$ cat config.mk
export PLATFORM = sky130hd
export DESIGN_NAME = matrix_activation_engine
export DESIGN_NICKNAME = d
export VERILOG_FILES = /design/src/rtl/matrix_activation_engine_pkg.sv /design/src/rtl/matrix_activation_engine_act_datapath.sv /design/src/rtl/matrix_activation_engine.sv
export SDC_FILE = /design/constraint.sdc
export NUM_CORES = 1
export LEC_CHECK = 0
export BUFFER_PORTS_ARGS = -buffer_cell sky130_fd_sc_hd__buf_2
export CAP_MARGIN = 5
export CORE_ASPECT_RATIO = 1.5
export CORE_MARGIN = 4
export CORE_UTILIZATION = 50
export CTS_BUF_LIST = sky130_fd_sc_hd__clkbuf_4 sky130_fd_sc_hd__clkbuf_8
export CTS_CLUSTER_DIAMETER = 150
export DETAILED_ROUTE_END_ITERATION = 8
export GPL_TIMING_DRIVEN = 0
export PLACE_DENSITY = 0.69
export SKIP_LAST_GASP = 1
export SLEW_MARGIN = 20
export SYNTH_ARGS = -nofsm -noshare
export SYNTH_HDL_FRONTEND = slang
export SYNTH_SLANG_ARGS = --single-unit
$ cat constraint.sdc
create_clock -name clk -period 3.9 [get_ports clk]
set_clock_uncertainty 0.05 [all_clocks]
set_input_delay 0.195 -clock clk [delete_from_list [all_inputs] [get_ports clk]]
set_output_delay 0.195 -clock clk [all_outputs]
set_load 0.02 [all_outputs]
$ cat src/rtl/matrix_activation_engine_pkg.sv
// Shared definitions for the activation engine: memory-op encodings,
// activation mode codes, cfg-word field positions, descriptor offsets,
// the decoded cfg payload and the engine state encoding.
package matrix_activation_engine_pkg;

    localparam int unsigned ADDR_W = 32;

    // Memory controller request encodings
    localparam logic [1:0] MEM_OP_NONE  = 2'b00;
    localparam logic [1:0] MEM_OP_READ  = 2'b01;
    localparam logic [1:0] MEM_OP_WRITE = 2'b11;

    // Activation modes (code 3 is reserved and behaves as pass-through)
    localparam logic [1:0] ACT_MODE_PASS  = 2'd0;
    localparam logic [1:0] ACT_MODE_RELU  = 2'd1;
    localparam logic [1:0] ACT_MODE_LEAKY = 2'd2;
    localparam logic [1:0] ACT_MODE_RSVD  = 2'd3;

    // Negative-side slope of leaky ReLU is 1/8
    localparam int unsigned LEAKY_SHIFT = 3;

    // cfg word field positions
    localparam int unsigned CFG_SHIFT_LSB = 0;
    localparam int unsigned CFG_SHIFT_W   = 5;
    localparam int unsigned CFG_MODE_LSB  = 8;
    localparam int unsigned CFG_MODE_W    = 2;
    localparam int unsigned CFG_SAT8_BIT  = 12;

    // Job descriptor word offsets from BASE_ADDR
    localparam int unsigned DESC_N    = 0;
    localparam int unsigned DESC_CFG  = 1;
    localparam int unsigned DESC_DST  = 2;
    localparam int unsigned DESC_DATA = 3;

    typedef struct packed {
        logic                   sat8;
        logic [CFG_MODE_W-1:0]  mode;
        logic [CFG_SHIFT_W-1:0] shift;
    } act_cfg_t;

    typedef enum logic [3:0] {
        S_IDLE,
        S_RD_N,
        S_RD_CFG,
        S_RD_DST,
        S_CHECK,
        S_RD_X,
        S_CALC,
        S_WR_Y,
        S_FIN
    } act_state_t;

endpackage

$ cat src/rtl/matrix_activation_engine_act_datapath.sv
// act_datapath: combinational element transform y = sat8?(f_mode(x) >>> s).
// Ports: cfg (decoded mode/shift/sat8), x (signed input word),
//        y_c (signed result word, combinational).
module act_datapath
    import matrix_activation_engine_pkg::*;
#(
    parameter int unsigned TYPE_BW = 32
) (
    input  act_cfg_t           cfg,
    input  logic [TYPE_BW-1:0] x,
    output logic [TYPE_BW-1:0] y_c
);

    localparam logic signed [TYPE_BW-1:0] SAT_HI = TYPE_BW'(127);
    localparam logic signed [TYPE_BW-1:0] SAT_LO = TYPE_BW'(-128);

    logic signed [TYPE_BW-1:0] xs;
    logic signed [TYPE_BW-1:0] a;
    logic signed [TYPE_BW-1:0] b;

    // Shifts only shrink magnitude, so no intermediate overflow is possible
    always_comb begin
        xs = x;
        a  = xs;
        case (cfg.mode)
            ACT_MODE_RELU:  a = xs[TYPE_BW-1] ? '0 : xs;
            ACT_MODE_LEAKY: a = xs[TYPE_BW-1] ? (xs >>> LEAKY_SHIFT) : xs;
            ACT_MODE_PASS,
            ACT_MODE_RSVD:  a = xs;
            default:        a = xs;
        endcase
        b = a >>> cfg.shift;
        if (cfg.sat8 && (b > SAT_HI)) begin
            y_c = SAT_HI;
        end else if (cfg.sat8 && (b < SAT_LO)) begin
            y_c = SAT_LO;
        end else begin
            y_c = b;
        end
    end

endmodule

$ cat src/rtl/matrix_activation_engine.sv
// matrix_activation_engine: reads a job descriptor and N input words from
// shared SRAM, applies ReLU/leaky-ReLU, arithmetic right shift and optional
// int8 saturation, and writes N results back. One memory request at a time.
// Ports: clk, reset (sync, active-low), enable/done (control unit handshake),
//        addr_o/data_o/mem_operation (request), data_i/mem_opdone (response).
// Optional: ACT_PERF_CNT_EN adds cycles_o, busy-cycle counter of the last job.
module matrix_activation_engine
    import matrix_activation_engine_pkg::*;
#(
    parameter int unsigned TYPE_BW   = 32,
    parameter int unsigned BASE_ADDR = 0,
    parameter int unsigned MAX_N     = 200
) (
    input  logic               clk,
    input  logic               reset,
    input  logic               enable,
    output logic               done,
    output logic [ADDR_W-1:0]  addr_o,
    input  logic [TYPE_BW-1:0] data_i,
    output logic [TYPE_BW-1:0] data_o,
    input  logic               mem_opdone,
    output logic [1:0]         mem_operation
`ifdef ACT_PERF_CNT_EN
    ,
    output logic [31:0]        cycles_o
`endif
);

    act_state_t         state_q;
    act_cfg_t           cfg_q;
    logic [TYPE_BW-1:0] n_q;
    logic [TYPE_BW-1:0] dst_q;
    logic [TYPE_BW-1:0] idx_q;
    logic [TYPE_BW-1:0] x_q;
    logic [TYPE_BW-1:0] y_c;
    logic [TYPE_BW-1:0] idx_nxt;
    logic               req_busy;
    logic               active;

    assign req_busy = (mem_operation != MEM_OP_NONE);
    assign active   = (state_q != S_IDLE) && (state_q != S_FIN);
    assign idx_nxt  = idx_q + TYPE_BW'(1);

    act_datapath #(.TYPE_BW(TYPE_BW)) u_datapath (
        .cfg (cfg_q),
        .x   (x_q),
        .y_c (y_c)
    );

    // Main FSM. A request is issued only when no request is outstanding;
    // completion clears mem_operation, so each new request is preceded by
    // at least one idle cycle after mem_opdone.
    always_ff @(posedge clk) begin
        if (!reset) begin
            state_q       <= S_IDLE;
            done          <= 1'b0;
            addr_o        <= '0;
            data_o        <= '0;
            mem_operation <= MEM_OP_NONE;
            cfg_q         <= '0;
            n_q           <= '0;
            dst_q         <= '0;
            idx_q         <= '0;
            x_q           <= '0;
        end else if (active && !enable) begin
            // Abort takes priority over a simultaneous completion
            state_q       <= S_IDLE;
            done          <= 1'b0;
            mem_operation <= MEM_OP_NONE;
        end else begin
            case (state_q)
                S_IDLE: begin
                    done <= 1'b0;
                    if (enable) begin
                        state_q <= S_RD_N;
                    end
                end
                S_RD_N: begin
                    if (!req_busy) begin
                        mem_operation <= MEM_OP_READ;
                        addr_o        <= ADDR_W'(BASE_ADDR + DESC_N);
                    end else if (mem_opdone) begin
                        mem_operation <= MEM_OP_NONE;
                        n_q           <= data_i;
                        state_q       <= S_RD_CFG;
                    end
                end
                S_RD_CFG: begin
                    if (!req_busy) begin
                        mem_operation <= MEM_OP_READ;
                        addr_o        <= ADDR_W'(BASE_ADDR + DESC_CFG);
                    end else if (mem_opdone) begin
                        mem_operation <= MEM_OP_NONE;
                        cfg_q.shift   <= data_i[CFG_SHIFT_LSB +: CFG_SHIFT_W];
                        cfg_q.mode    <= data_i[CFG_MODE_LSB +: CFG_MODE_W];
                        cfg_q.sat8    <= data_i[CFG_SAT8_BIT];
                        state_q       <= S_RD_DST;
                    end
                end
                S_RD_DST: begin
                    if (!req_busy) begin
                        mem_operation <= MEM_OP_READ;
                        addr_o        <= ADDR_W'(BASE_ADDR + DESC_DST);
                    end else if (mem_opdone) begin
                        mem_operation <= MEM_OP_NONE;
                        dst_q         <= data_i;
                        state_q       <= S_CHECK;
                    end
                end
                S_CHECK: begin
                    if ((n_q == '0) || (n_q > TYPE_BW'(MAX_N))) begin
                        done    <= 1'b1;
                        state_q <= S_FIN;
                    end else begin
                        idx_q   <= '0;
                        state_q <= S_RD_X;
                    end
                end
                S_RD_X: begin
                    if (!req_busy) begin
                        mem_operation <= MEM_OP_READ;
                        addr_o        <= ADDR_W'(BASE_ADDR + DESC_DATA) + ADDR_W'(idx_q);
                    end else if (mem_opdone) begin
                        mem_operation <= MEM_OP_NONE;
                        x_q           <= data_i;
                        state_q       <= S_CALC;
                    end
                end
                S_CALC: begin
                    data_o  <= y_c;
                    state_q <= S_WR_Y;
                end
                S_WR_Y: begin
                    if (!req_busy) begin
                        mem_operation <= MEM_OP_WRITE;
                        addr_o        <= ADDR_W'(dst_q) + ADDR_W'(idx_q);
                    end else if (mem_opdone) begin
                        mem_operation <= MEM_OP_NONE;
                        idx_q         <= idx_nxt;
                        if (idx_nxt == n_q) begin
                            done    <= 1'b1;
                            state_q <= S_FIN;
                        end else begin
                            state_q <= S_RD_X;
                        end
                    end
                end
                S_FIN: begin
                    if (!enable) begin
                        done    <= 1'b0;
                        state_q <= S_IDLE;
                    end else begin
                        done <= 1'b1;
                    end
                end
                default: begin
                    state_q       <= S_IDLE;
                    mem_operation <= MEM_OP_NONE;
                end
            endcase
        end
    end

`ifdef ACT_PERF_CNT_EN
    // Busy-cycle counter: cleared on start, counts every non-IDLE/FIN cycle
    always_ff @(posedge clk) begin
        if (!reset) begin
            cycles_o <= '0;
        end else if ((state_q == S_IDLE) && enable) begin
            cycles_o <= '0;
        end else if (active && (cycles_o != 32'hFFFF_FFFF)) begin
            cycles_o <= cycles_o + 32'd1;
        end
    end
`endif

endmodule
# Word level (Yosys, flattened, before mapping)
# Index checks and enable logic that the tools add are counted.
[word_totals]
register_bits = 207
in_bits = 36
out_inout_bits = 67
wordCells = 121
[op_classes]
addsub = 3
magnitude_cmp = 3
n_eq_ne = 33
n_shift = 1
muxes = 40
n_bitwise = 2
reduce_logical = 27
[op_table]
columns = ["op", "n"]
rows = [
  ["$mux W32", 11],
  ["$pmux W32 S5", 1],
  ["$pmux W32 S3", 1],
  ["$gt A32 B8 Y1 const B", 2],
  ["$pmux W32 S2", 1],
  ["$mux W4", 14],
  ["$ne A2 B2 Y1 const B", 20],
  ["$pmux W4 S9", 1],
  ["$add A2 B32 Y32 const A", 1],
  ["$add A32 B1 Y32 const B", 1],
  ["$add A32 B32 Y32", 1],
  ["$eq A32 B32 Y1", 1],
  ["$logic_not A32 Y1", 1],
  ["$lt A32 B8 Y1 const B", 1],
  ["$sshr A32 B5 Y32", 1],
  ["$mux W31", 1],
  ["$eq A4 B3 Y1 const B", 4],
  ["$reduce_and A4 Y1", 4],
  ["$reduce_and A12 Y1", 1],
  ["$reduce_and A5 Y1", 2],
  ["$eq A4 B2 Y1 const B", 2],
  ["$reduce_bool A4 Y1", 2],
  ["$reduce_or A4 Y1", 2],
  ["$reduce_and A7 Y1", 1],
  ["19 further kinds", 32],
]

# Logic depth before layout (Yosys ltp)
[depth]
depth_word = 8
depth_mapped = 20
ltp_nobuf = 17

# By module
# Synthesis repeated with hierarchy kept, for this count alone.
[unflattened]
hier_cells = 1935
hier_area_um2 = 14624.0
[by_module_without_submodules]
columns = ["module", "instances", "cells_per_inst", "area_per_inst_um2", "seq_area_each_um2"]
rows = [
  ["matrix_activation_engine", 1, 1427, 11212.0, 4144.0],
  ["act_datapath", 1, 508, 3412.0, 0.0],
]

# Least setup slack after synthesis
# Ideal clock, no wire load.
[synth_path]
path_kind = "register to register"
startpoint = "reg state_q[0]"
endpoint = "reg addr_o[22]"
setup_ns = 0.127
arrival_ns = 3.661
required_time_ns = 3.723
slack_ns = 0.062
stages_incl_launch_ff = 21
n_path_buf = 3
period_less_slack_ns = 3.838
cell_sequence = "dfxtp_1 clkbuf_1 inv_1 nor2_1 and3_1 clkbuf_1 clkbuf_1 nand2b_1 ha_1 inv_1 fa_1 nor2b_1 o21a_1 o21ai_0 a21oi_1 a21oi_1 o21a_1 o21ai_0 a21boi_0 nor4b_1 or3_1"
[synth_between]
elab_chain_len = 5
elab_cells_between_ends = 18
cone_classes = "eq/ne: 11; mux: 1; bitwise: 1; reduce/logical: 5"
[synth_rtl]
columns = ["item", "line_no", "rtl"]
rows = [
  ["from (decl)", "matrix_activation_engine.sv:29", "act_state_t state_q;"],
  ["from (signal assigned)", "matrix_activation_engine.sv:55", "state_q <= S_IDLE;"],
  ["from (signal assigned)", "matrix_activation_engine.sv:67", "state_q <= S_IDLE;"],
  ["from (signal assigned)", "matrix_activation_engine.sv:75", "state_q <= S_RD_N;"],
  ["$ne A4 B4 Y1 / $reduce_bool A4 Y1 (equally long branches)", "matrix_activation_engine.sv:41", "assign active = (state_q != S_IDLE) && (state_q != S_FIN);"],
  ["$logic_and A1 B1 Y1", "matrix_activation_engine.sv:41", ""],
  ["$logic_and A1 B1 Y1", "matrix_activation_engine.sv:65", "end else if (active && !enable) begin"],
  ["$not A1 Y1 (no source line)", "n/a", ""],
  ["$reduce_and A7 Y1 (no source line)", "n/a", ""],
  ["to (signal assigned)", "matrix_activation_engine.sv:81", "addr_o <= ADDR_W'(BASE_ADDR + DESC_N);"],
  ["to (signal assigned)", "matrix_activation_engine.sv:91", "addr_o <= ADDR_W'(BASE_ADDR + DESC_CFG);"],
  ["to (signal assigned)", "matrix_activation_engine.sv:103", "addr_o <= ADDR_W'(BASE_ADDR + DESC_DST);"],
  ["to (decl)", "matrix_activation_engine.sv:18", "output logic [ADDR_W-1:0] addr_o,"],
]
# Several ways; a longest one is shown, not always the timed one.
# A chain may end at the register's enable or synchronous reset.

# Worst setup path after layout
[layout_path]
startpoint = "reg cfg_q[5] (netlist name)"
endpoint = "reg data_o[24]"
[layout_between]
elab_chain_len = 8
elab_cells_between_ends = 13
cone_classes = "order compare: 2; eq/ne: 3; shift: 1; mux: 3; reduce/logical: 4"
[layout_rtl]
columns = ["item", "line_no", "rtl"]
rows = [
  ["from (decl)", "matrix_activation_engine.sv:30", "act_cfg_t cfg_q;"],
  ["$eq A2 B2 Y1 / $logic_not A2 Y1 (equally long branches)", "matrix_activation_engine_act_datapath.sv:25", "case (cfg.mode)"],
  ["$reduce_or A2 Y1", "matrix_activation_engine_act_datapath.sv:25", ""],
  ["$pmux W32 S3 *", "matrix_activation_engine_act_datapath.sv:25", ""],
  ["$sshr A32 B5 Y32 *", "matrix_activation_engine_act_datapath.sv:32", "b = a >>> cfg.shift;"],
  ["$lt A32 B8 Y1", "matrix_activation_engine_act_datapath.sv:35", "end else if (cfg.sat8 && (b < SAT_LO)) begin"],
  ["$logic_and A1 B1 Y1", "matrix_activation_engine_act_datapath.sv:35", ""],
  ["$mux W32", "matrix_activation_engine_act_datapath.sv:35", ""],
  ["$mux W32 *", "matrix_activation_engine_act_datapath.sv:33", "if (cfg.sat8 && (b > SAT_HI)) begin"],
  ["to (signal assigned)", "matrix_activation_engine.sv:130", "data_o <= y_c;"],
  ["to (decl)", "matrix_activation_engine.sv:20", "output logic [TYPE_BW-1:0] data_o,"],
]
# Mark *: on every way between the ends. The rest lies on a longest branch, timed or not.

==> results.yml <==
clocking:
  cts-root-buf: "clkbuf_8"
  clk_pin_slew_ns: 0.08
  clock-sinks: 207
  clock_path_buffers: 3
  cts_tree: "yes"
  cts_made_buffers: 35
  clkLatencyLatePin_ns: 0.56
  ctsHtreeMaxLevel: 2
sta:
  max_freq_mhz: 238
  worst_slew_pin_slew_ns: 0.996
  setup_violations: 30
  tns_ns: -4.13
  drv_slew: 0
  min_period_ns: 4.20
  finalHoldViolations: 0
  rsz0062_at_grt: "true"
  slew_headroom: 0.331
  fin_crit_sh: 1.08
  setup_ws_ns: -0.298
outcome:
  violations: "negative setup slack"
  status: "complete, but fails checks"
die:
  rows: 73
  io_pins: 103
  die_h_um: 210
  die_x_um: 142
  coreArea_sq_um: 26700
  initial_core_util: 0.508
  dieArea_sq_um: 29900
setup_path:
  r2r-start: "cfg_q[5]"
  crit_chain: "inv_4 > ha_4 > nor2b_4 > buf_6 > buf_8 > o21ai_4 > a32oi_2 > mux4_2 > inv_2 > mux4_2 > or4b_4 > or4_4 > buf_6 > o2bb2ai_4 > a221oi_2"
  critPathMaxFanout: 6
  crit_arrival_ns: 4.54
  startpoint_type: "register"
  slowest_delay_ns: 0.54
  path_class: "register to register"
  cp_slowest_cell: "mux4_2"
  reg2reg_slack_ns: -0.30
  path_buf_inv: 5
  cp.required_ns: 4.25
  r2r_cells: 15
  endpoint_kind: "register"
  worstReg2RegEnd: "data_o[24]"
  cpLargestDelayFamily: "simple AND/OR/NAND/NOR gates"
yosys:
  synth_top_area_cell: "dfxtp_1"
  synth.top_cell.area_share: 0.306
  synthesis.area_sq_um: 13600
  synthCells: 1789
  ys.flop_type: "dfxtp_1"
  ys_ff_latch: 207
  syn-num-nets: 1861
  yosys_warnings: 0
  synthArstFlopShare: 0
  synth-edff-count: 0
  ys_types: 94
  postSynthAreaPerCell_sq_um: 7.58
  ys_seq_area_frac: 0.306
  synth.area.top_cells: "dfxtp_1 31%, nand2_1 9.0%, a21oi_1 8.3%"
finish:
  nets: 2096
  final_layout_size_suffix_gt1_frac: 0.208
  syn2layout_area_growth_pct: 25.2
  antennaDiodeCount: 0
  final_core_util: 0.637
drt:
  routedWlPerCell_um: 22.9
  wl_mm: 54.7
  drt_iter0_drc: 1104
  dr_total_vias: 15000
  firstDrtPassIters: 6
  avgViaCountPerCell: 6.28
  drtAntennaViolNets: 0
  drc: 0
global_routing:
  antenna_found_initial: 0
  grt_pass1_wl_mm: 81.7
  gr-usage-all-layers: 0.352
  grt_start_max_net_pins: 11
  gr-total-overflow: 0
  grt_pass1_vias: 14600
power:
  power_density_nw_per_um2: 261
  irDropWorstVdd_v: 0.000262
  p_leak_nw: 6.54
min_path:
  hp-class: "input port to register"
  hp-start: "mem_opdone"
  min_to: "mem_operation[1]"
  worstHoldPathCells: 6
placement:
  io_buffer_count: 102
  gp_congestion: 1.06
  dp_hpwl_mm: 41.3
flow_run:
  drv_cap: 0
==> flip-flops by register name, indices dropped and copies added (netlist names) <==
name           count
x_q               32
dst_q             32
idx_q             32
n_q               32
data_o            32
cfg_q              8
mem_operation      2
done               1
addr_o            32
state_q            4
==> cell usage in the layout, fill, tap and decap left out, types with 15 or more instances in the layout <==
master,instances
a21o_1,25
and2_1,40
buf_6,15
dlygate4sd3_1,33
o21ai_0,63
nand4_1,21
and3_1,15
or3_1,17
xnor2_1,52
clkbuf_8,48
buf_4,57
nor2_1,132
nand2_1,318
mux2i_1,23
nor3_1,24
ha_1,32
nand2b_1,16
xor2_1,23
nand3_1,23
a22oi_1,18
clkbuf_1,85
a21oi_1,216
dfxtp_1,200
buf_2,111
==> metal layers <==
layer	share of wire	vias up	GRT usage
met2	0.50	721	0.641
met1	0.33	6959	0.340
met5	0	-	0
met3	0.054	291	0.0506
met4	0.11	0	0.295
li1	-	6999	-
==> Yosys cell counts (7+ instances only) <==
| cell | instances |
|---|---|
| buf_2 | 13 |
| and3_1 | 16 |
| nand2b_1 | 17 |
| a211oi_1 | 19 |
| o21a_1 | 14 |
| o211ai_1 | 14 |
| inv_1 | 17 |
| ha_1 | 35 |
| nor4_1 | 11 |
| a21o_1 | 25 |
| a32oi_1 | 15 |
| mux2i_1 | 25 |
| xnor2_1 | 52 |
| o21ai_0 | 78 |
| xor2_1 | 23 |
| a211o_1 | 8 |
| a31oi_1 | 13 |
| a22oi_1 | 19 |
| mux4_2 | 12 |
| nor3_1 | 27 |
| or4_1 | 10 |
| or3_1 | 17 |
| o31ai_1 | 13 |
| or2_2 | 8 |
| a21boi_0 | 8 |
| nand2_1 | 325 |
| dfxtp_1 | 207 |
| mux2_2 | 7 |
| and2_1 | 41 |
| clkbuf_1 | 98 |
| o22ai_1 | 15 |
| nand3_1 | 25 |
| a22o_1 | 13 |
| a21oi_1 | 224 |
| a32o_1 | 17 |
| nor2_1 | 136 |
| nand4_1 | 21 |
| nor2b_1 | 8 |
| nand3b_1 | 9 |
==> tightest hold or removal path: cells and delay by family <==
kind | cells | cell delay, ns
compound gates | 2 | 0.17
buf+inv | 2 | 0.16
simple gates | 2 | 0.12
==> power breakdown <==
group          leakage, nW  internal (W)  switching, W
clock network        0.395       0.00117      0.000935
logic                 4.47     0.0000651      0.000135
registers             1.67       0.00212    0.00000832
total                 6.54       0.00336       0.00108
==> cell type report <==
type	count	area [sq um]
repair buffers	202	1440
plain buffers	122	617
multi-input cells	1435	9500
flip-flops and latches	207	4160
clock buffers	56	721
well taps	337	422
inverters	21	81.3
clock inverters	5	33.8
fillers	2442	9690
==> cell families after synthesis <==
kind of cell / share of synthesized area
flops: 0.306
simple gates: 0.244
compound gates: 0.278
buf+inv: 0.0460
fa+ha+maj: 0.0338
mux: 0.0442
xor+xnor: 0.0484
==> worst max-delay path by stage <==
stage | start | to | slack (ns) | cells after the start
floorplan | state_q[0] | addr_o[22] | 0.06 | 20
global placement | state_q[0] | addr_o[31] | -1.44 | 18
detailed placement | state_q[0] | addr_o[31] | -1.42 | 18
CTS | cfg_q[5] | data_o[24] | -0.19 | 15
global route | cfg_q[5] | data_o[29] | -0.34 | 15
finish | cfg_q[5] | data_o[24] | -0.30 | 15
==> metrics by stage <==
step | instances | power, W | cell area [sq um] | hold WS [ns] | worst slack, ns
after floorplan | 1789 | 0.00225 | 13600 | 0.281 | 0.0625
after global placement | 2228 | 0.00234 | 14500 | 0.379 | -1.44
after detailed placement | 2228 | 0.00234 | 14500 | 0.386 | -1.42
after CTS | 2353 | 0.00445 | 16300 | 0.0855 | -0.189
after global routing | 2385 | 0.00456 | 17000 | 0.128 | -0.344
final | 2385 | 0.00443 | 17000 | 0.103 | -0.298
==> timing repair <==
action | in CTS | in global routing
pin swaps | 20 | 32
endpoints found under the hold margin | 105 | 0
hold buffers | 33 | 0
setup endpoints to repair | 61 | 48
gates cloned | 2 | 1
gates resized for setup | 119 | 104
setup buffers | 32 | 32
Power figures use the tool's default switching activity.
